$ cat src/rtl/sync_rom_stream_pkg.sv
// Shared types, defaults and ROM content rule for sync_rom_stream.
// Optional feature macro: ROM_PARITY_EN (adds a registered parity output).
package sync_rom_pkg;

  typedef enum logic [0:0] {
    IDLE   = 1'b0,
    STREAM = 1'b1
  } state_t;

  localparam int DEF_ADDR_WIDTH = 4;
  localparam int DEF_DATA_WIDTH = 4;
  localparam int DEF_BANKS      = 4;
  localparam int MAX_DATA_WIDTH = 64;

  function automatic int bank_width(input int banks);
    return (banks > 1) ? $clog2(banks) : 1;
  endfunction

  // The top log2(DATA_WIDTH) address bits, rotated by the bank number, choose the lit bit
  function automatic logic [MAX_DATA_WIDTH-1:0] rom_word(
    input int unsigned bank,
    input int unsigned addr,
    input int unsigned addr_width,
    input int unsigned data_width
  );
    int unsigned iw;
    int unsigned top;
    int unsigned idx;
    iw  = $clog2(data_width);
    top = addr >> (addr_width - iw);
    idx = (top + bank) % data_width;
    return {{(MAX_DATA_WIDTH-1){1'b0}}, 1'b1} << idx;
  endfunction

endpackage

$ cat src/rtl/sync_rom_stream_if.sv
// Request/response bundle between the game datapath and sync_rom_stream.
// Optional feature macro: ROM_PARITY_EN (adds the parity signal).
interface sync_rom_stream_if #(
  parameter int ADDR_WIDTH = 4,
  parameter int DATA_WIDTH = 4,
  parameter int BANK_W     = 2
) ();

  logic [BANK_W-1:0]     bank;
  logic                  rd_en;
  logic [ADDR_WIDTH-1:0] address;
  logic                  start;
  logic [ADDR_WIDTH-1:0] limit;
  logic                  next;
  logic [DATA_WIDTH-1:0] data_out;
  logic                  valid;
  logic                  busy;
  logic                  done;
`ifdef ROM_PARITY_EN
  logic                  parity;
`endif

  modport master (
    output bank, rd_en, address, start, limit, next,
    input  data_out, valid, busy, done
`ifdef ROM_PARITY_EN
    , input parity
`endif
  );

  modport slave (
    input  bank, rd_en, address, start, limit, next,
    output data_out, valid, busy, done
`ifdef ROM_PARITY_EN
    , output parity
`endif
  );

endinterface

$ cat src/rtl/sync_rom_stream_rom_content.sv
// Combinational pattern lookup (bank, addr) -> one-hot word; banks past BANKS read as zero.
module rom_content
  import sync_rom_pkg::*;
#(
  parameter int ADDR_WIDTH = DEF_ADDR_WIDTH,
  parameter int DATA_WIDTH = DEF_DATA_WIDTH,
  parameter int BANKS      = DEF_BANKS,
  parameter int BANK_W     = 2
) (
  input  logic [BANK_W-1:0]     bank,
  input  logic [ADDR_WIDTH-1:0] addr,
  output logic [DATA_WIDTH-1:0] word
);

  always_comb begin
    word = DATA_WIDTH'(rom_word(int'(bank), int'(addr), ADDR_WIDTH, DATA_WIDTH));
    if (int'(bank) >= BANKS) begin
      word = '0;
    end
  end

endmodule

$ cat src/rtl/sync_rom_stream.sv
// Banked pattern ROM with one-cycle random reads and a valid/next streaming sequencer.
// Optional feature macro: ROM_PARITY_EN (registered XOR-reduce of each loaded word).
module sync_rom_stream
  import sync_rom_pkg::*;
#(
  parameter int ADDR_WIDTH = DEF_ADDR_WIDTH,
  parameter int DATA_WIDTH = DEF_DATA_WIDTH,
  parameter int BANKS      = DEF_BANKS
) (
  input  logic            clock,
  input  logic            reset,
  sync_rom_stream_if.slave bus
);

  localparam int BANK_W = bank_width(BANKS);

  state_t                state;
  state_t                state_next;
  logic [ADDR_WIDTH-1:0] ptr;
  logic [ADDR_WIDTH-1:0] ptr_next;
  logic [ADDR_WIDTH-1:0] ptr_inc;
  logic [ADDR_WIDTH-1:0] limit_q;
  logic [ADDR_WIDTH-1:0] limit_next;
  logic [BANK_W-1:0]     bank_q;
  logic [BANK_W-1:0]     bank_next;
  logic [DATA_WIDTH-1:0] data_q;
  logic [DATA_WIDTH-1:0] data_next;
  logic                  valid_q;
  logic                  valid_next;
  logic                  busy_q;
  logic                  busy_next;
  logic                  done_q;
  logic                  done_next;
  logic [BANK_W-1:0]     rom_bank;
  logic [ADDR_WIDTH-1:0] rom_addr;
  logic [DATA_WIDTH-1:0] rom_data;

  assign ptr_inc = ptr + ADDR_WIDTH'(1);

  // One ROM port is shared: streaming looks ahead to ptr+1, idle serves start or rd_en
  always_comb begin
    rom_bank = bus.bank;
    rom_addr = bus.address;
    if (state == STREAM) begin
      rom_bank = bank_q;
      rom_addr = ptr_inc;
    end else if (bus.start) begin
      rom_addr = '0;
    end
  end

  rom_content #(
    .ADDR_WIDTH(ADDR_WIDTH),
    .DATA_WIDTH(DATA_WIDTH),
    .BANKS     (BANKS),
    .BANK_W    (BANK_W)
  ) u_rom_content (
    .bank(rom_bank),
    .addr(rom_addr),
    .word(rom_data)
  );

  always_ff @(posedge clock) begin
    if (reset) begin
      state <= IDLE;
    end else begin
      state <= state_next;
    end
  end

  always_comb begin
    state_next = state;
    case (state)
      IDLE:    if (bus.start) state_next = STREAM;
      STREAM:  if (bus.next && (ptr == limit_q)) state_next = IDLE;
      default: state_next = IDLE;
    endcase
  end

  // valid/busy/done default low so the rd_en pulse and done pulse clear themselves
  always_comb begin
    ptr_next   = ptr;
    limit_next = limit_q;
    bank_next  = bank_q;
    data_next  = data_q;
    valid_next = 1'b0;
    busy_next  = 1'b0;
    done_next  = 1'b0;
    case (state)
      IDLE: begin
        if (bus.start) begin
          bank_next  = bus.bank;
          limit_next = bus.limit;
          ptr_next   = '0;
          data_next  = rom_data;
          valid_next = 1'b1;
          busy_next  = 1'b1;
        end else if (bus.rd_en) begin
          data_next  = rom_data;
          valid_next = 1'b1;
        end
      end
      STREAM: begin
        valid_next = 1'b1;
        busy_next  = 1'b1;
        if (bus.next) begin
          if (ptr == limit_q) begin
            valid_next = 1'b0;
            busy_next  = 1'b0;
            done_next  = 1'b1;
          end else begin
            ptr_next  = ptr_inc;
            data_next = rom_data;
          end
        end
      end
      default: ;
    endcase
  end

  always_ff @(posedge clock) begin
    if (reset) begin
      ptr     <= '0;
      limit_q <= '0;
      bank_q  <= '0;
      data_q  <= '0;
      valid_q <= 1'b0;
      busy_q  <= 1'b0;
      done_q  <= 1'b0;
    end else begin
      ptr     <= ptr_next;
      limit_q <= limit_next;
      bank_q  <= bank_next;
      data_q  <= data_next;
      valid_q <= valid_next;
      busy_q  <= busy_next;
      done_q  <= done_next;
    end
  end

  assign bus.data_out = data_q;
  assign bus.valid    = valid_q;
  assign bus.busy     = busy_q;
  assign bus.done     = done_q;

`ifdef ROM_PARITY_EN
  logic parity_q;

  always_ff @(posedge clock) begin
    if (reset) begin
      parity_q <= 1'b0;
    end else begin
      parity_q <= ^data_next;
    end
  end

  assign bus.parity = parity_q;
`endif

endmodule

$ cat src/flat_wrapper.sv
// flat-port wrapper written by rule: the top's interface ports become plain ports
module sync_rom_stream_flat import sync_rom_pkg::*;
#(
  parameter int ADDR_WIDTH = DEF_ADDR_WIDTH,
  parameter int DATA_WIDTH = DEF_DATA_WIDTH,
  parameter int BANKS      = DEF_BANKS
)
  (clock, reset, bus_bank, bus_rd_en, bus_address, bus_start, bus_limit, bus_next, bus_data_out, bus_valid, bus_busy, bus_done);
  sync_rom_stream_if #(.ADDR_WIDTH(ADDR_WIDTH), .DATA_WIDTH(DATA_WIDTH), .BANK_W((2))) bus_i ();
  input  logic clock;
  input  logic reset;
  input wire logic [$bits(bus_i.bank)-1:0] bus_bank;
  input wire logic [$bits(bus_i.rd_en)-1:0] bus_rd_en;
  input wire logic [$bits(bus_i.address)-1:0] bus_address;
  input wire logic [$bits(bus_i.start)-1:0] bus_start;
  input wire logic [$bits(bus_i.limit)-1:0] bus_limit;
  input wire logic [$bits(bus_i.next)-1:0] bus_next;
  output wire logic [$bits(bus_i.data_out)-1:0] bus_data_out;
  output wire logic [$bits(bus_i.valid)-1:0] bus_valid;
  output wire logic [$bits(bus_i.busy)-1:0] bus_busy;
  output wire logic [$bits(bus_i.done)-1:0] bus_done;
  assign bus_i.bank = bus_bank;
  assign bus_i.rd_en = bus_rd_en;
  assign bus_i.address = bus_address;
  assign bus_i.start = bus_start;
  assign bus_i.limit = bus_limit;
  assign bus_i.next = bus_next;
  assign bus_data_out = bus_i.data_out;
  assign bus_valid = bus_i.valid;
  assign bus_busy = bus_i.busy;
  assign bus_done = bus_i.done;
  sync_rom_stream #(.ADDR_WIDTH(ADDR_WIDTH), .DATA_WIDTH(DATA_WIDTH), .BANKS(BANKS)) u_core (.clock(clock), .reset(reset), .bus(bus_i));
endmodule
$ cat config.mk
export PLATFORM = sky130hd
export DESIGN_NAME = sync_rom_stream_flat
export DESIGN_NICKNAME = d
export VERILOG_FILES = /design/src/rtl/sync_rom_stream_pkg.sv /design/src/rtl/sync_rom_stream_if.sv /design/src/rtl/sync_rom_stream_rom_content.sv /design/src/rtl/sync_rom_stream.sv /design/src/flat_wrapper.sv
export SDC_FILE = /design/constraint.sdc
export NUM_CORES = 1
export LEC_CHECK = 0
export CAP_MARGIN = 20
export CORE_ASPECT_RATIO = 0.7
export CORE_MARGIN = 2
export CORE_UTILIZATION = 43
export CTS_CLUSTER_DIAMETER = 80
export DETAILED_ROUTE_END_ITERATION = 10
export GPL_TIMING_DRIVEN = 1
export HOLD_SLACK_MARGIN = 0.06
export PLACE_DENSITY = 0.82
export SLEW_MARGIN = 20
export SYNTH_ARGS = -nofsm -noshare
export SYNTH_HDL_FRONTEND = slang
export SYNTH_SLANG_ARGS = --single-unit
$ cat constraint.sdc
create_clock -name clock -period 1.7 [get_ports clock]
set_clock_uncertainty 0.1 [all_clocks]
set_input_delay 0.34 -clock clock [delete_from_list [all_inputs] [get_ports clock]]
set_output_delay 0.34 -clock clock [all_outputs]
set_load 0.05 [all_outputs]
* Word level (Yosys, flattened, before mapping)
Cells that the tools add are included.
W data, S select, Z words.
** Word-level totals
- Input port bits :: 15
- Flip-flop bits (word level) :: 18
- Output and inout port bits :: 7
- Word-level logic and storage cells :: 45
** Cells by class
- Reduce and logical (&&, ||, !) cells :: 5
- Add/subtract/negate cells :: 2
- Shift-type cells :: 1
- Mux-type cells :: 22
- Eq/ne operators :: 5
- Bitwise gates (word level) :: 2
** Operators with widths (count)
- $mux W4 :: 9
- $pmux W4 S2 :: 2
- $mux W1 :: 7
- $ne A2 B2 Y1 const B :: 3
- $pmux W1 S2 :: 3
- $reduce_and A3 Y1 :: 2
- $add A4 B1 Y4 const B :: 1
- $eq A4 B4 Y1 :: 1
- $shl A1 B2 Y4 const A :: 1
- $ne A3 B3 Y1 const B :: 1
- $reduce_or A3 Y1 :: 1
- $add A2 B2 Y2 :: 1
- $mux W2 :: 1
- $not A1 Y1 :: 2
- $reduce_and A2 Y1 :: 1
- $logic_and A1 B1 Y1 :: 1

* Longest topological paths before layout
Gate-level depths: netlist of the first run.
- Depth after elaboration :: 7
- Mapped depth :: 7
- Mapped depth without buffers :: 7

* Hierarchy
From an unflattened synthesis of the first run, not the netlist that was laid out.
** Unflattened totals
- Cell total of the unflattened synthesis :: 95
- Area, all modules :: 828.3 µm²
** By module, submodules not included
- sync_rom_stream :: instances 1, cells an instance 89, sequential area each 340.3 µm², area an instance 770.7 µm²
- rom_content :: instances 1, cells an instance 6, sequential area each 0.0 µm², area an instance 57.6 µm²

* Least setup slack after synthesis of the first run
OpenSTA, ideal clock, no wires.
- Path kind :: reg2reg
- Start :: reg u_core.state
- End :: reg u_core.data_q[3] (netlist: u_core.bus.data_out[3])
- Setup slack :: -0.460 ns
- Setup time :: 0.087 ns
- Cell stages (with the launch flop) :: 7
- Data required time :: 1.513 ns
- Arrival time :: 1.973 ns
- Path buffers :: 1
- Period minus slack after synthesis :: 2.160 ns
- Path through :: dfxtp_1 -> buf_6 -> mux2_2 -> ha_1 -> inv_1 -> a211o_1 -> o31ai_1
** Between the ends
- Longest elaborated chain between the ends :: 6
- Elaborated cells on any way between the ends :: 14
- Classes of those cells :: 1 x add/sub; 3 x eq/ne; 1 x shift; 7 x mux; 1 x bitwise; 1 x reduce/logical
** Ends and longest elaborated chain
- start: declaration :: line sync_rom_stream.sv:17 : state_t state;
- start signal: assignment :: line sync_rom_stream.sv:67 : state <= state_next;
- $mux W4 or $mux W2 (tied branches) :: line sync_rom_stream.sv:44 : if (state == STREAM) begin
- $add A2 B2 Y2 :: line sync_rom_stream_pkg.sv:31 : idx = (top + bank) % data_width;
- $shl A1 B2 Y4 :: line sync_rom_stream_pkg.sv:32 : return {{(MAX_DATA_WIDTH-1){1'b0}}, 1'b1} << idx;
- $mux W4 (on tied branches) :: line sync_rom_stream.sv:107, sync_rom_stream.sv:98
- $mux W4 (on tied branches) :: line sync_rom_stream.sv:106, sync_rom_stream.sv:91
- $pmux W4 S2 :: line sync_rom_stream.sv:89 : case (state)
- end signal: assignment :: line sync_rom_stream.sv:134 : data_q <= data_next;
- end: declaration :: line sync_rom_stream.sv:26 : logic [DATA_WIDTH-1:0] data_q;
Parallel ways exist; a longest one is shown, timed or not. The select of a mux whose other input is x is not followed.
A chain may end at the register's enable or synchronous reset.

* Final worst setup path of the first run
- Start :: reg u_core.ptr[0]
- End :: reg u_core.data_q[1] (netlist: u_core.bus.data_out[1])
** Between the ends
- Longest elaborated chain between the ends :: 7
- Elaborated cells on any way between the ends :: 12
- Classes of those cells :: 2 x add/sub; 2 x eq/ne; 1 x shift; 6 x mux; 1 x reduce/logical
** Ends and longest elaborated chain
- start: declaration :: line sync_rom_stream.sv:19 : logic [ADDR_WIDTH-1:0] ptr;
- start signal: assignment :: line sync_rom_stream.sv:131 : ptr <= ptr_next;
- $add A4 B1 Y4 :: line sync_rom_stream.sv:38 : assign ptr_inc = ptr + ADDR_WIDTH'(1);
- $mux W4 :: line sync_rom_stream.sv:44
- $add A2 B2 Y2 :: line sync_rom_stream_pkg.sv:31
- $shl A1 B2 Y4 :: line sync_rom_stream_pkg.sv:32
- $mux W4 (on tied branches) :: line sync_rom_stream.sv:107, sync_rom_stream.sv:98
- $mux W4 (on tied branches) :: line sync_rom_stream.sv:106, sync_rom_stream.sv:91
- $pmux W4 S2 :: line sync_rom_stream.sv:89
Parallel ways exist; a longest one is shown, timed or not. The select of a mux whose other input is x is not followed.

==> results of run 1 <==
[repair_timing]
item,CTS,global route
pin swaps,2,2
endpoints found under the setup margin,4,8
endpoints found under the hold margin,0,0
resized for setup,5,7
[synth_stat cells (2+ instances only)]
cell      number
mux2_2         2
xor2_1         2
and3_1         2
nor2_1         2
clkbuf_1       2
a211o_1        2
nand4_1        2
a21oi_1       12
ha_1           2
o31ai_1        5
xnor2_1        4
nand4b_1       4
dfxtp_1       17
nand3_1        3
nor3_1         3
inv_1          3
nand2b_1       3
nand2_1       15
[flip-flops by register name, summed over array words and instances, names as in the netlist]
name / flops
u_core.bus.data_out: 4
u_core.limit_q: 4
u_core.ptr: 4
u_core.bank_q: 2
u_core.bus.done: 1
u_core.bus.valid: 1
u_core.state: 1
[worst max-delay path: cells and delay by family (launching register included)]
family	cells	cell delay, ns
AOI/OAI and AO/OA	3	0.66
xor gates and xnor gates	1	0.15
adders and majority gates	2	0.46
buffers and inverters	1	0.03
DFF	1	0.35
[power groups by stage]
stage / Clock (uW) / Combinational [uW] / Sequential (uW)
finish: 225 / 296 / 448
global route: 241 / 317 / 453
CTS: 226 / 283 / 446
detailed placement: 0 / 280 / 454
global placement: 0 / 272 / 453
floorplan: 0 / 119 / 499
[layout make-up]
cell class                      count  area [um2]
Multi-Input combinational cell     81         616
Clock buffer                        4        26.3
Sequential cell                    17         347
Timing Repair Buffer               36         313
Tap cell                           22        27.5
Fill cell                         157         596
Inverter                            3        11.3
[final timing paths]
path	cells after the start	to
hold reg to reg	2	u_core.bank_q[0]
setup reg to reg	7	u_core.bus.data_out[1]
hold / removal	2	u_core.bank_q[0]
setup / recovery	7	u_core.bus.data_out[1]
[cells in the final DEF (no fill, tap or decap), types with 3 or more instances in the layout]
cell type,n
buf_4,23
nand2_1,15
dfxtp_1,14
a21oi_1,12
clkdlybuf4s50_1,12
nand4b_1,4
o31ai_2,4
xnor2_2,3
nand3_1,3
nand2b_1,3
nor3_1,3
clkbuf_4,3
[per-layer routing]
metal	part of all wire (%)	wire length [um]
met4	2.6	64
met5	0	0
met1	47	1150
met2	46	1120
met3	4.6	112
[through the flow]
step,setup TNS [ns],area [um2],worst slack [ns],instances,hold slack (ns)
global route,-0.704,1340,-0.198,163,0.388
global placement,-1.82,1240,-0.378,159,0.348
CTS,-0.453,1290,-0.146,163,0.365
floorplan,-0.225,938,-0.102,107,0.336
finish,-0.437,1340,-0.119,163,0.363
detailed placement,-2.19,1240,-0.441,159,0.352
[cells by family (layout without fill, tap and decap cells)]
logic type / count (synthesis) / count (layout) / share of synthesized area, %
xor gates and xnor gates: 6 / 6 / 5.74
DFF: 17 / 17 / 37.2
adders and majority gates: 2 / 2 / 2.73
buffers and inverters: 9 / 43 / 5.05
muxes: 2 / 2 / 2.46
and+or+nand+nor: 42 / 42 / 25.1
AOI/OAI and AO/OA: 29 / 29 / 21.7
==> impl_metrics.env, run 1 <==
export IMPL_status="complete, but fails checks"
export IMPL_violations="negative setup slack"
export IMPL_cts_buffers=3
export IMPL_setup_viol=4
export IMPL_grt_pass1_vias=927
export IMPL_initial_core_util_pct=47.3
export IMPL_power_switching_uw=315
export IMPL_worstSetupPathType="register to register"
export IMPL_cp_cell_sequence="ha_4 -> xor2_2 -> a22o_1 -> ha_4 -> inv_2 -> a211o_1 -> o31ai_2"
export IMPL_gr_usage_met1_pct=25.4
export IMPL_pin_count=22
export IMPL_grt_pass1_wl_um=4000
export IMPL_cts_tree="yes"
export IMPL_gr_total_overflow=0
export IMPL_drt_first_iter_violations=30
export IMPL_antenna_found_initial=0
export IMPL_met3_usage_pct=6.48
export IMPL_pwr_share_seq_pct=46.2
export IMPL_critical_path_max_stage_delay_ns=0.35
export IMPL_cp_end_kind="register"
export IMPL_cts_root_buf="clkbuf_4"
export IMPL_critPathSlowestCell="dfxtp_2"
export IMPL_syn_area_per_cell_um2=8.56
export IMPL_netlist_area_leader_share_pct=37.2
export IMPL_swShare_pct=32.5
export IMPL_dp_hpwl_um=1830
export IMPL_via_count=952
export IMPL_powerDensity_nw_per_um2=723
export IMPL_rows=13
export IMPL_drv_slew=0
export IMPL_firstDrtPassIters=4
export IMPL_postCtsSetupRepairBufs=0
export IMPL_vdd_drop_max_uv=353
export IMPL_wl_per_cell_um=15.0
export IMPL_r2r_slack_ns=-0.12
export IMPL_slew_limit_headroom_pct=76.5
export IMPL_path_max_fanout=2
export IMPL_yosysSeqAreaShare_pct=37.2
export IMPL_drtAntennaViolNets=0
export IMPL_fin_ws_ns=-0.119
export IMPL_cap_violations=0
export IMPL_area_growth_pct=46.3
export IMPL_worstPathRequired_ns=1.82
export IMPL_drive_gt1_share_pct=33.3
export IMPL_report_power_total_uw=969
export IMPL_syn_inst=107
export IMPL_cts_buffer_depth=2
export IMPL_die_w_um=59.2
export IMPL_routed_wl_um=2450
export IMPL_synth_edf_count=0
export IMPL_grt_max_degree=18
export IMPL_clk_pin_slew_ns=0.10
export IMPL_busiest_layer="met2"
export IMPL_ctsHoldBuffers=0
export IMPL_drt_vias_per_instance=5.84
export IMPL_post_route_min_period_ns=1.82
export IMPL_netlist_cell_type_count=40
export IMPL_rsz0062_at_grt="yes"
export IMPL_cp_arrival_ns=1.94
export IMPL_portBuffers=19
export IMPL_async_flop_share_pct=0
export IMPL_start_kind="register"
export IMPL_synth_seq_cells=17
export IMPL_finalCritPeriodShare_pct=107
export IMPL_cpMostUsedCell="ha_4"
export IMPL_nets=159
export IMPL_syn_nets=124
export IMPL_htreeDepth=1
export IMPL_yosys_warnings=0
export IMPL_max_slew_worst_pin_slew_ns=0.350
export IMPL_synth_ff_type="dfxtp_1"
export IMPL_reg2reg_from="u_core.ptr[0]"
export IMPL_hold_path_class="register to register"
export IMPL_hold_violations=0
export IMPL_dieArea_um2=2520
export IMPL_met2_usage_pct=34.9
export IMPL_p_int_uw=654
export IMPL_power_frac_comb_pct=30.5
export IMPL_netlist_area_um2=916
export IMPL_clk_latency_ns=0.30
export IMPL_core_area_um2=1940
export IMPL_grt_use_total_pct=21.1
export IMPL_final_util_pct=69.2
export IMPL_power_share_clock_pct=23.3
export IMPL_synthTopCellsByArea="dfxtp_1 37%, a21oi_1 6.6%, nand2_1 6.1%"
export IMPL_hp_start="u_core.bank_q[0]"
export IMPL_die_height_um=42.6
export IMPL_antenna_cells=0
export IMPL_place_congestion=0.875
export IMPL_drc=0
export IMPL_cts_sinks=17
export IMPL_fmax_mhz=550
export IMPL_p_leak_uw=0.000521
export IMPL_crit_path_start="u_core.ptr[0]"
export IMPL_synth_area_leader_cell="dfxtp_1"
Note: power is estimated with default switching activity, not from simulation.
==> inputs of run 2 (changes only) <==
- CAP_MARGIN: 20 -> not set
- CELL_PAD_IN_SITES_DETAIL_PLACEMENT: not set -> 1
- CELL_PAD_IN_SITES_GLOBAL_PLACEMENT: not set -> 2
- CORE_UTILIZATION: 43 -> 31
- DONT_BUFFER_PORTS: not set -> 1
- PLACE_DENSITY: 0.82 -> 0.79
==> run 2 against run 1 <==
Compared with the run above:
- cell count down 4.9%
- the flow still finishes with violations (negative setup slack)
- critical endpoint unchanged
- register-to-register slack improved by 0.05 ns
- combinational power decreased by 39%
- clock power is 40% higher
- critical path depth unchanged
- highest routed layer unchanged
- largest cell class unchanged
- sequential power increased by 10%
- largest power group unchanged
- sequential share of layout area rose by 4.1 points
==> impl_metrics.env, run 2 (synthesized netlist as in run 1, its figures left out) <==
export IMPL_status="complete, but fails checks"
export IMPL_violations="negative setup slack"
export IMPL_grt_pass1_wl_um=4420
export IMPL_met2_usage_pct=26.4
export IMPL_p_int_uw=669
export IMPL_hold_path_class="primary input to register"
export IMPL_fmax_mhz=564
export IMPL_drive_gt1_share_pct=30.3
export IMPL_pwr_share_seq_pct=49.8
export IMPL_place_congestion=0.780
export IMPL_power_switching_uw=320
export IMPL_cp_cell_sequence="ha_4 -> xor2_1 -> a22o_1 -> ha_4 -> inv_2 -> a211o_1 -> o31ai_2"
export IMPL_die_w_um=69.0
export IMPL_grt_use_total_pct=17.4
export IMPL_fin_ws_ns=-0.0717
export IMPL_p_leak_uw=0.000429
export IMPL_r2r_slack_ns=-0.07
export IMPL_final_setup_tns_ns=-0.150
export IMPL_via_count=854
export IMPL_wl_per_cell_um=17.7
export IMPL_gr_usage_met1_pct=23.8
export IMPL_slew_limit_headroom_pct=64.8
export IMPL_antenna_found_initial=0
export IMPL_initial_core_util_pct=32.7
export IMPL_cp_arrival_ns=1.85
export IMPL_crit_path_start="u_core.ptr[0]"
export IMPL_swShare_pct=32.3
export IMPL_final_cell_mix="15 x nand2_1, 13 x buf_4, 13 x dfxtp_1, 12 x a21oi_1, 4 x nand4b_1"
export IMPL_drt_vias_per_instance=5.51
export IMPL_cts_buffer_depth=2
export IMPL_drt_first_iter_violations=76
export IMPL_area_growth_pct=26.8
export IMPL_drtAntennaViolNets=0
export IMPL_worstSetupPathType="register to register"
export IMPL_cp_num_buf_inv=1
export IMPL_htreeDepth=1
export IMPL_cap_violations=0
export IMPL_finalCritPeriodShare_pct=104
export IMPL_max_slew_worst_pin_slew_ns=0.527
export IMPL_path_max_fanout=2
export IMPL_worstPathRequired_ns=1.78
export IMPL_cpMostUsedCell="ha_4"
export IMPL_cts_root_buf="clkbuf_8"
export IMPL_critPathSlowestCell="dfxtp_2"
export IMPL_vdd_drop_max_uv=514
export IMPL_cp_end_kind="register"
export IMPL_final_cells=155
export IMPL_post_route_min_period_ns=1.77
export IMPL_grt_pass1_vias=927
export IMPL_hold_violations=0
export IMPL_gr_total_overflow=0
export IMPL_post_place_ws_ns=-0.110
export IMPL_portBuffers=0
export IMPL_firstDrtPassIters=4
export IMPL_dp_hpwl_um=1920
export IMPL_reg2reg_to="u_core.bus.data_out[1]"
export IMPL_powerDensity_nw_per_um2=851
export IMPL_drv_slew=0
export IMPL_layout_commonest_cell="nand2_1"
export IMPL_pin_count=22
export IMPL_nets=137
export IMPL_reg2reg_from="u_core.ptr[0]"
export IMPL_clk_pin_slew_ns=0.07
export IMPL_whs_ns=0.111
export IMPL_cts_buffers=3
export IMPL_dieArea_um2=3410
export IMPL_power_share_clock_pct=31.9
export IMPL_hp_start="bus_bank[0]"
export IMPL_antenna_cells=0
export IMPL_critical_path_max_stage_delay_ns=0.34
export IMPL_dp_cells=147
export IMPL_cts_sinks=17
export IMPL_rsz0062_at_grt="yes"
export IMPL_die_height_um=49.5
export IMPL_reg2regPathDepth=7
export IMPL_power_frac_comb_pct=18.2
export IMPL_core_area_um2=2800
export IMPL_clk_latency_ns=0.26
export IMPL_worstHoldPathCells=2
export IMPL_grt_max_degree=13
export IMPL_rows=16
export IMPL_setup_viol=4
export IMPL_start_kind="register"
export IMPL_cts_tree="yes"
export IMPL_drc=0
export IMPL_whs_endpoint="u_core.bank_q[0]"
export IMPL_busiest_layer="met2"
export IMPL_met3_usage_pct=6.85
export IMPL_path_delay_family="compound AO/OA/AOI/OAI gates"
export IMPL_routed_wl_um=2740
run 2: layout make-up:
class                           instances  area [um2]
Timing Repair Buffer                   14         108
Inverter                                3        11.3
Clock buffer                            3        41.3
Clock inverter                          1        5.00
Multi-Input combinational cell         81         603
Tap cell                               36        45.0
Fill cell                             334        1640
Sequential cell                        17         348
run 2: worst max-delay path by stage:
stage,cells past startpoint,to
after floorplan,6,u_core.bus.data_out[3]
after global placement,7,u_core.bus.data_out[3]
after detailed placement,7,u_core.bus.data_out[1]
after CTS,7,u_core.bus.data_out[1]
after global routing,7,u_core.bus.data_out[3]
final,7,u_core.bus.data_out[1]
run 2: through the flow:
step | instance area (um2) | power (uW) | util [%]
final | 1160 | 989 | 41.4
after global routing | 1160 | 1040 | 41.4
after CTS | 1120 | 985 | 39.9
after detailed placement | 1020 | 660 | 36.5
after global placement | 1020 | 653 | 36.5
after floorplan | 938 | 619 | -
run 2: layer usage:
metal  wire length (um)  vias up
met2               1240       22
met1               1320      414
met3                172        2
li1                   -      416
met5                  0        -
met4                  4        0
run 2: power by group through the flow:
stage	Sequential [uW]	Combinational, uW	Clock, uW
final	493	180	316
after global routing	496	200	346
after CTS	491	172	321
after detailed placement	499	160	0
after global placement	498	155	0
after floorplan	499	119	0
run 2: what timing repair did:
item / 4_1_cts / 5_1_grt
pin swaps: 1 / 2
buffers inserted: 1 / 2
setup endpoints to repair: 4 / 9
endpoints found under the hold margin: 12 / 0
hold buffers: 1 / 0
gates resized for setup: 6 / 5
